--- src/rtl/fir_err_monitor.sv ---
// Error-statistics monitor for an approximate-adder FIR: compares approx against
// exact over a window of N samples and reports sum/max/mismatch statistics.
module fir_err_monitor #(
    parameter int W     = 16,
    parameter int N     = 256,
    parameter int ACC_W = 32
) (
    input  logic             clk,
    input  logic             rst,
    input  logic             start,
    input  logic             in_valid,
    input  logic [W-1:0]     approx,
    input  logic [W-1:0]     exact,
    output logic             busy,
    output logic             done,
    output logic [15:0]      sample_cnt,
    output logic [ACC_W-1:0] err_sum,
    output logic [W-1:0]     err_max,
    output logic [15:0]      max_idx,
    output logic [15:0]      mism_cnt
);

    typedef enum logic [1:0] {
        IDLE = 2'd0,
        RUN  = 2'd1,
        DONE = 2'd2
    } state_t;

    // Sum is formed one bit wider than the wider operand so saturation can be detected.
    localparam int SUM_W = ((ACC_W > W) ? ACC_W : W) + 1;
    localparam logic [15:0]      LAST_IDX = 16'(N - 1);
    localparam logic [SUM_W-1:0] SAT_MAX  = {{(SUM_W - ACC_W){1'b0}}, {ACC_W{1'b1}}};

    state_t           state_reg;
    logic             busy_reg;
    logic             done_reg;
    logic [15:0]      sample_cnt_reg;
    logic [ACC_W-1:0] err_sum_reg;
    logic [W-1:0]     err_max_reg;
    logic [15:0]      max_idx_reg;
    logic [15:0]      mism_cnt_reg;

    logic [W-1:0]     abs_err;
    logic [SUM_W-1:0] sum_wide;
    logic [ACC_W-1:0] err_sum_next;
    logic             new_max;
    logic             last_sample;

    always_comb begin
        abs_err      = '0;
        sum_wide     = '0;
        err_sum_next = '0;
        new_max      = 1'b0;
        last_sample  = 1'b0;

        abs_err  = (approx >= exact) ? (approx - exact) : (exact - approx);
        sum_wide = SUM_W'(err_sum_reg) + SUM_W'(abs_err);
        if (sum_wide > SAT_MAX) begin
            err_sum_next = {ACC_W{1'b1}};
        end else begin
            err_sum_next = sum_wide[ACC_W-1:0];
        end
        // Strict compare keeps the earliest index on ties.
        new_max     = (abs_err > err_max_reg);
        last_sample = (sample_cnt_reg == LAST_IDX);
    end

    always_ff @(posedge clk) begin
        if (rst) begin
            state_reg      <= IDLE;
            busy_reg       <= 1'b0;
            done_reg       <= 1'b0;
            sample_cnt_reg <= '0;
            err_sum_reg    <= '0;
            err_max_reg    <= '0;
            max_idx_reg    <= '0;
            mism_cnt_reg   <= '0;
        end else begin
            case (state_reg)
                IDLE, DONE: begin
                    // A sample presented alongside start is not part of the new window.
                    if (start) begin
                        state_reg      <= RUN;
                        busy_reg       <= 1'b1;
                        done_reg       <= 1'b0;
                        sample_cnt_reg <= '0;
                        err_sum_reg    <= '0;
                        err_max_reg    <= '0;
                        max_idx_reg    <= '0;
                        mism_cnt_reg   <= '0;
                    end
                end
                RUN: begin
                    if (in_valid) begin
                        sample_cnt_reg <= sample_cnt_reg + 16'd1;
                        err_sum_reg    <= err_sum_next;
                        if (abs_err != '0) begin
                            mism_cnt_reg <= mism_cnt_reg + 16'd1;
                        end
                        if (new_max) begin
                            err_max_reg <= abs_err;
                            max_idx_reg <= sample_cnt_reg;
                        end
                        if (last_sample) begin
                            state_reg <= DONE;
                            busy_reg  <= 1'b0;
                            done_reg  <= 1'b1;
                        end
                    end
                end
                default: begin
                    state_reg <= IDLE;
                    busy_reg  <= 1'b0;
                    done_reg  <= 1'b0;
                end
            endcase
        end
    end

    assign busy       = busy_reg;
    assign done       = done_reg;
    assign sample_cnt = sample_cnt_reg;
    assign err_sum    = err_sum_reg;
    assign err_max    = err_max_reg;
    assign max_idx    = max_idx_reg;
    assign mism_cnt   = mism_cnt_reg;

endmodule

--- config.mk ---
export PLATFORM = sky130hd
export DESIGN_NAME = fir_err_monitor
export DESIGN_NICKNAME = d
export VERILOG_FILES = /design/src/rtl/fir_err_monitor.sv
export SDC_FILE = /design/constraint.sdc
export NUM_CORES = 1
export LEC_CHECK = 0
export BUFFER_PORTS_ARGS = -buffer_cell sky130_fd_sc_hd__buf_2
export CAP_MARGIN = 20
export CORE_MARGIN = 2
export CORE_UTILIZATION = 39
export CTS_BUF_LIST = sky130_fd_sc_hd__clkbuf_16
export DETAILED_ROUTE_END_ITERATION = 6
export GPL_TIMING_DRIVEN = 0
export MAX_ROUTING_LAYER = met4
export PLACE_DENSITY_LB_ADDON = 0.05
export RECOVER_POWER = 50
export SLEW_MARGIN = 0
export SYNTH_ARGS = -nofsm -noshare
export SYNTH_HDL_FRONTEND = slang
export SYNTH_SLANG_ARGS = --single-unit
--- constraint.sdc ---
create_clock -name clk -period 13.13 [get_ports clk]
set_input_delay 0.6565 -clock clk [delete_from_list [all_inputs] [get_ports clk]]
set_output_delay 0.6565 -clock clk [all_outputs]
set_load 0.005 [all_outputs]
# Yosys cells after proc, flatten, opt, wreduce, memory -nomap -nowiden
# Index checks and enable logic that the tools add are counted.
# word_totals
ff_bits	100
out_inout_bits	98
in_bits	36
wordCells	61
# classes
addsub	5
n_mux	29
reduce_logical	8
n_lt_le_gt_ge	3
eq_ne	8
# ops
operator	n
$mux W16	9
$pmux W16 S2	4
$mux W32	3
$pmux W32 S2	1
$add A32 B16 Y33	1
$gt A33 B32 Y1 const B	1
$add A16 B1 Y16 const B	2
$sub A16 B16 Y16	2
$eq A16 B8 Y1 const B	1
$ge A16 B16 Y1	1
$gt A16 B16 Y1	1
$reduce_bool A16 Y1	1
$ne A2 B2 Y1 const B	5
$reduce_and A4 Y1	2
$mux W1	6
$mux W2	3
$reduce_and A3 Y1	2
$pmux W1 S2	2
$pmux W2 S2	1
$eq A2 B1 Y1 const B	1
$eq A2 B2 Y1 const B	1
$logic_not A2 Y1	1
$reduce_bool A2 Y1	1
$reduce_or A2 Y1	1

# Depth between registers and ports, before layout
# logic_depth
ltp_word	7
ltp_mapped	24
depth_no_buf	22

# Worst setup path before layout
# Ideal clock, no wire load.
# synth_timing
path_type	input to register
from	in approx[0]
to	reg err_sum_reg[10] (netlist: err_sum[10])
slack_ns	8.036
n_path_buf	3
setup_time_ns	0.142
cell_stages	21
arrival_ns	4.953
path_cell_list	inv_1 > ha_1 > fa_1 > nand3b_1 > a311oi_2 > nor4b_4 > or2_1 > buf_6 > a21oi_1 > inv_1 > fa_1 > a21o_1 > a21oi_1 > o21ai_0 > a31oi_1 > o2111ai_1 > a311oi_1 > or3_1 > clkbuf_1 > clkbuf_1 > a311oi_1
# synth_via
elab_chain_len	7
elab_cells_between_ends	9
cone_classes	add/sub: 3; order compare: 2; mux: 4
# synth_lines
item	line_no	text
start: declaration	12	input logic [W-1:0] approx,
$sub A16 B16 Y16 or $ge A16 B16 Y1 (tied branches)	56	abs_err = (approx >= exact) ? (approx - exact) : (exact - approx);
$mux W16 *	56	
$add A32 B16 Y33 *	57	sum_wide = SUM_W'(err_sum_reg) + SUM_W'(abs_err);
$gt A33 B32 Y1	58	if (sum_wide > SAT_MAX) begin
$mux W32 *	58	
$mux W32 *	94	if (in_valid) begin
$pmux W32 S2 *	79	case (state_reg)
end signal: assignment	96	err_sum_reg <= err_sum_next;
end: declaration	38	logic [ACC_W-1:0] err_sum_reg;
# Mark *: on every way between the ends. The rest lies on a longest branch, timed or not. The select of a mux whose other input is x is not followed.
# A chain may end at the register's enable or synchronous reset.

# Final worst setup path
# layout_timing
from	in approx[0]
to	reg err_sum_reg[4] (netlist: err_sum[4])
# Same word-level chain as after synthesis.

==> results by group <==
Worst setup path
  • Reg-to-reg endpoint: err_sum[4]
  • Crit Reg-Reg Startpoint: err_sum[0]
  • CP Launch Type: input pin
  • Slowest stage delay, CP: between 0.5 and 0.6 ns
  • Crit path max-delay family: compound AO/OA/AOI/OAI gates
  • R2r setup slk: 9.21 ns
  • Crit. End Element: flop
  • Cells on worst reg2reg path: 12
  • Crit-path max FO: 10
  • WP buf/inv: 6
  • Crit Path Category: in -> reg
  • Crit path DAT: 6.24 ns
  • CP max stage cell: clkbuf_1
  • Crit path cell chain: buf_2 > inv_1 > ha_1 > fa_1 > nand3b_1 > a311oi_2 > nor4b_4 > or2_1 > buf_6 > a21oi_1 > inv_1 > fa_1 > a21o_1 > a21oi_1 > o21ai_0 > a31oi_1 > o2111ai_1 > a311oi_1 > or3_1 > clkbuf_1 > clkbuf_1 > a311oi_1
  • CP Data Required Time: ~13 ns

Finish
  • Share of cells above drive strength 1: 0.135
  • Area added between synthesis and finish: 17.2%
  • # fillers: 1867
  • Commonest cells after routing, fill and taps aside: a21oi_1, buf_2, dfxtp_1, nand2_1, inv_1
  • Largest register FFs: 32
  • Design Area, Final: 8330 um^2
  • N_diodes: 0
  • Most common cell after layout, fill and taps aside: a21oi_1
  • Final #Nets: 1163

Placement
  • Setup WS pre-CTS: 6.78 ns
  • DP Area: 8060 um^2
  • GPL Wtd Cong: 0.873
  • Count of buffers from port buffering: 133
  • Post-DP HPWL: 16500 um

Min path
  • Hold path start: max_idx[13]
  • WHS Endpoint: max_idx[13]
  • Hold Crit Depth: 2
  • Worst min path class: reg -> reg

CTS
  • Clock Path Buffers: 2
  • Resized Gates After CTS: 0
  • CTS buffer count: 9
  • Postcts setup bufs: 0
  • Clock tree sinks: 99
  • Hold Buf Count CTS: 0
  • Worst-Skew Late Latency: 0.35 ns
  • Clk pin slew, worst setup/hold paths: 0.07 ns
  • Htree depth: 3
  • Root Buffer: clkbuf_16
  • TritonCTS clock tree: built

Synthesis
  • Syn nets: 1019
  • Sequential area share after synthesis: 0.279
  • Synth area leaders: dfxtp_1, ha_1, a21oi_1
  • Area of the mapped netlist: 7110 um^2
  • Post-synth ARST share: 0
  • Warnings from Yosys: 0
  • Yosys top cell by area: dfxtp_1
  • Syn Inst Count: 912
  • Synth top area share: 0.279
  • #FFs+latches synth: 99
  • Main synth FF type: dfxtp_1
  • Number of synthesized flops with an enable pin: 0
  • Syn Area/Cell: 7.79 um^2
  • Synth cell types: 76

Floorplan
  • Die width: roughly 140 um
  • Die Area: about 19000 um^2
  • # IOs: 134
  • Core ar.: 17900 um^2
  • Initial Util: 0.397
  • Row count: 49
  • Die Y: 139 um

Detailed routing
  • Vias: roughly 7000
  • WL/cell: 16.5 um
  • Via density: 5.44
  • Router iterations before antenna repair: 7
  • DRT iter0 DRCs: 465
  • Final WL: 21300 um
  • # DRC: 0
  • Antenna viol nets, final: 0

Timing
  • Fin Clk Skew: between 0.006 and 0.007 ns
  • Final hold viol count: 0
  • Setup ws final: 7.08 ns
  • Slew headroom: 0.503
  • Setup violators final: 0
  • FMAX: roughly 170 MHz
  • Min Tclk post-route: slightly above 6 ns
  • Fin crit share: 0.461
  • Max-slew violation count: 0
  • Fin Setup TNS: 0 ns
  • RSZ-0062 raised after global routing: no
  • Worst slew pin tran: 0.738 ns

Global route
  • GRT met1 Usage: 0.313
  • Vias in the first global route: approximately 6400
  • Met2 Resource Use GR: 0.344
  • Largest net degree at the start of global routing: 17
  • Most used routing layer: met2
  • Total track usage: 0.224
  • GRT overflow: 0
  • GR Util met3: 0.0345
  • Initial antenna violation count: 0
  • First-pass GRT wire length: between 30000 and 40000 um

Pwr
  • Leak pwr: 0.00355 uW
  • PwrDens: between 100 and 150 nW/um^2
  • IR drop worst, VDD: 0.0600 mV

Run status
  • Status: finished clean

Job
  • Max-cap violations: 0
==> per-stage QoR <==
stage                     power [uW]  utilization  cells  hold slack [ns]
after CTS                        915        0.468   1290            0.453
after detailed placement         625        0.450   1274            0.443
final                            908        0.465   1290            0.450
after global routing             966        0.465   1290            0.479
after floorplan                  543            -    912            0.448
after global placement           626        0.450   1274            0.443
==> layout make-up <==
| class | instances | area (um^2) | area share |
|---|---|---|---|
| Buffer | 44 | 221 | 0.0266 |
| Clock buffer | 9 | 225 | 0.0270 |
| Multi-Input combinational cell | 700 | 4640 | 0.558 |
| Timing Repair Buffer | 133 | 618 | 0.0742 |
| Inverter | 69 | 259 | 0.0311 |
| Tap cell | 229 | 287 | 0.0344 |
| Sequential cell | 99 | 1980 | 0.238 |
| Clock inverter | 7 | 90.1 | 0.0108 |
==> power by group <==
part | total, uW | internal (uW) | leakage (uW) | switching [uW]
Sequential | 314 | 307 | 0.000800 | 7.06
Clock | 290 | 167 | 0.000155 | 123
Combinational | 303 | 115 | 0.00259 | 188
==> Yosys cell counts, drive strengths merged (13+ instances only) <==
master	count
a21o	22
a21oi	113
a311oi	13
and3	14
buf	15
clkbuf	29
dfxtp	99
ha	68
inv	69
nand2	94
nand3	57
nand4	17
nor2	59
o21ai	44
xnor2	21
xor2	17
==> worst max-delay path by stage <==
stage,from,depth (start not counted),end
finish,approx[0],22,err_sum[4]
global route,approx[0],22,err_sum[4]
CTS,approx[0],22,err_sum[4]
detailed placement,approx[0],22,err_sum[4]
global placement,approx[0],22,err_sum[4]
floorplan,approx[0],21,err_sum[10]
==> per-layer routing <==
metal / wire, um / vias up / share of wire
li1: - / 3555 / -
met3: 974 / 15 / 0.046
met4: 205 / 0 / 0.0096
met5: 0 / - / 0
met2: 9690 / 174 / 0.45
met1: 10500 / 3268 / 0.49
==> logic make-up (layout without fill, tap and decap cells) <==
logic type,count (synthesis),count (layout),synth area share
AO/OA/AOI/OAI,264,264,0.240
adder cells (fa/ha/maj),71,71,0.128
buffers and inverters,113,262,0.0676
multiplexers,6,6,0.00898
AND/OR/NAND/NOR,321,321,0.228
flip-flops,99,99,0.279
XOR/XNOR,38,38,0.0489
==> worst register-to-register path: cells and delay by family (launching register included) <==
family | cells | cell delay, ns
AO/OA/AOI/OAI | 7 | 1.78
buffers and inverters | 2 | 0.85
adder cells (fa/ha/maj) | 2 | 0.65
flip-flops | 1 | 0.34
AND/OR/NAND/NOR | 1 | 0.15
(Power assumes the default switching activity.)
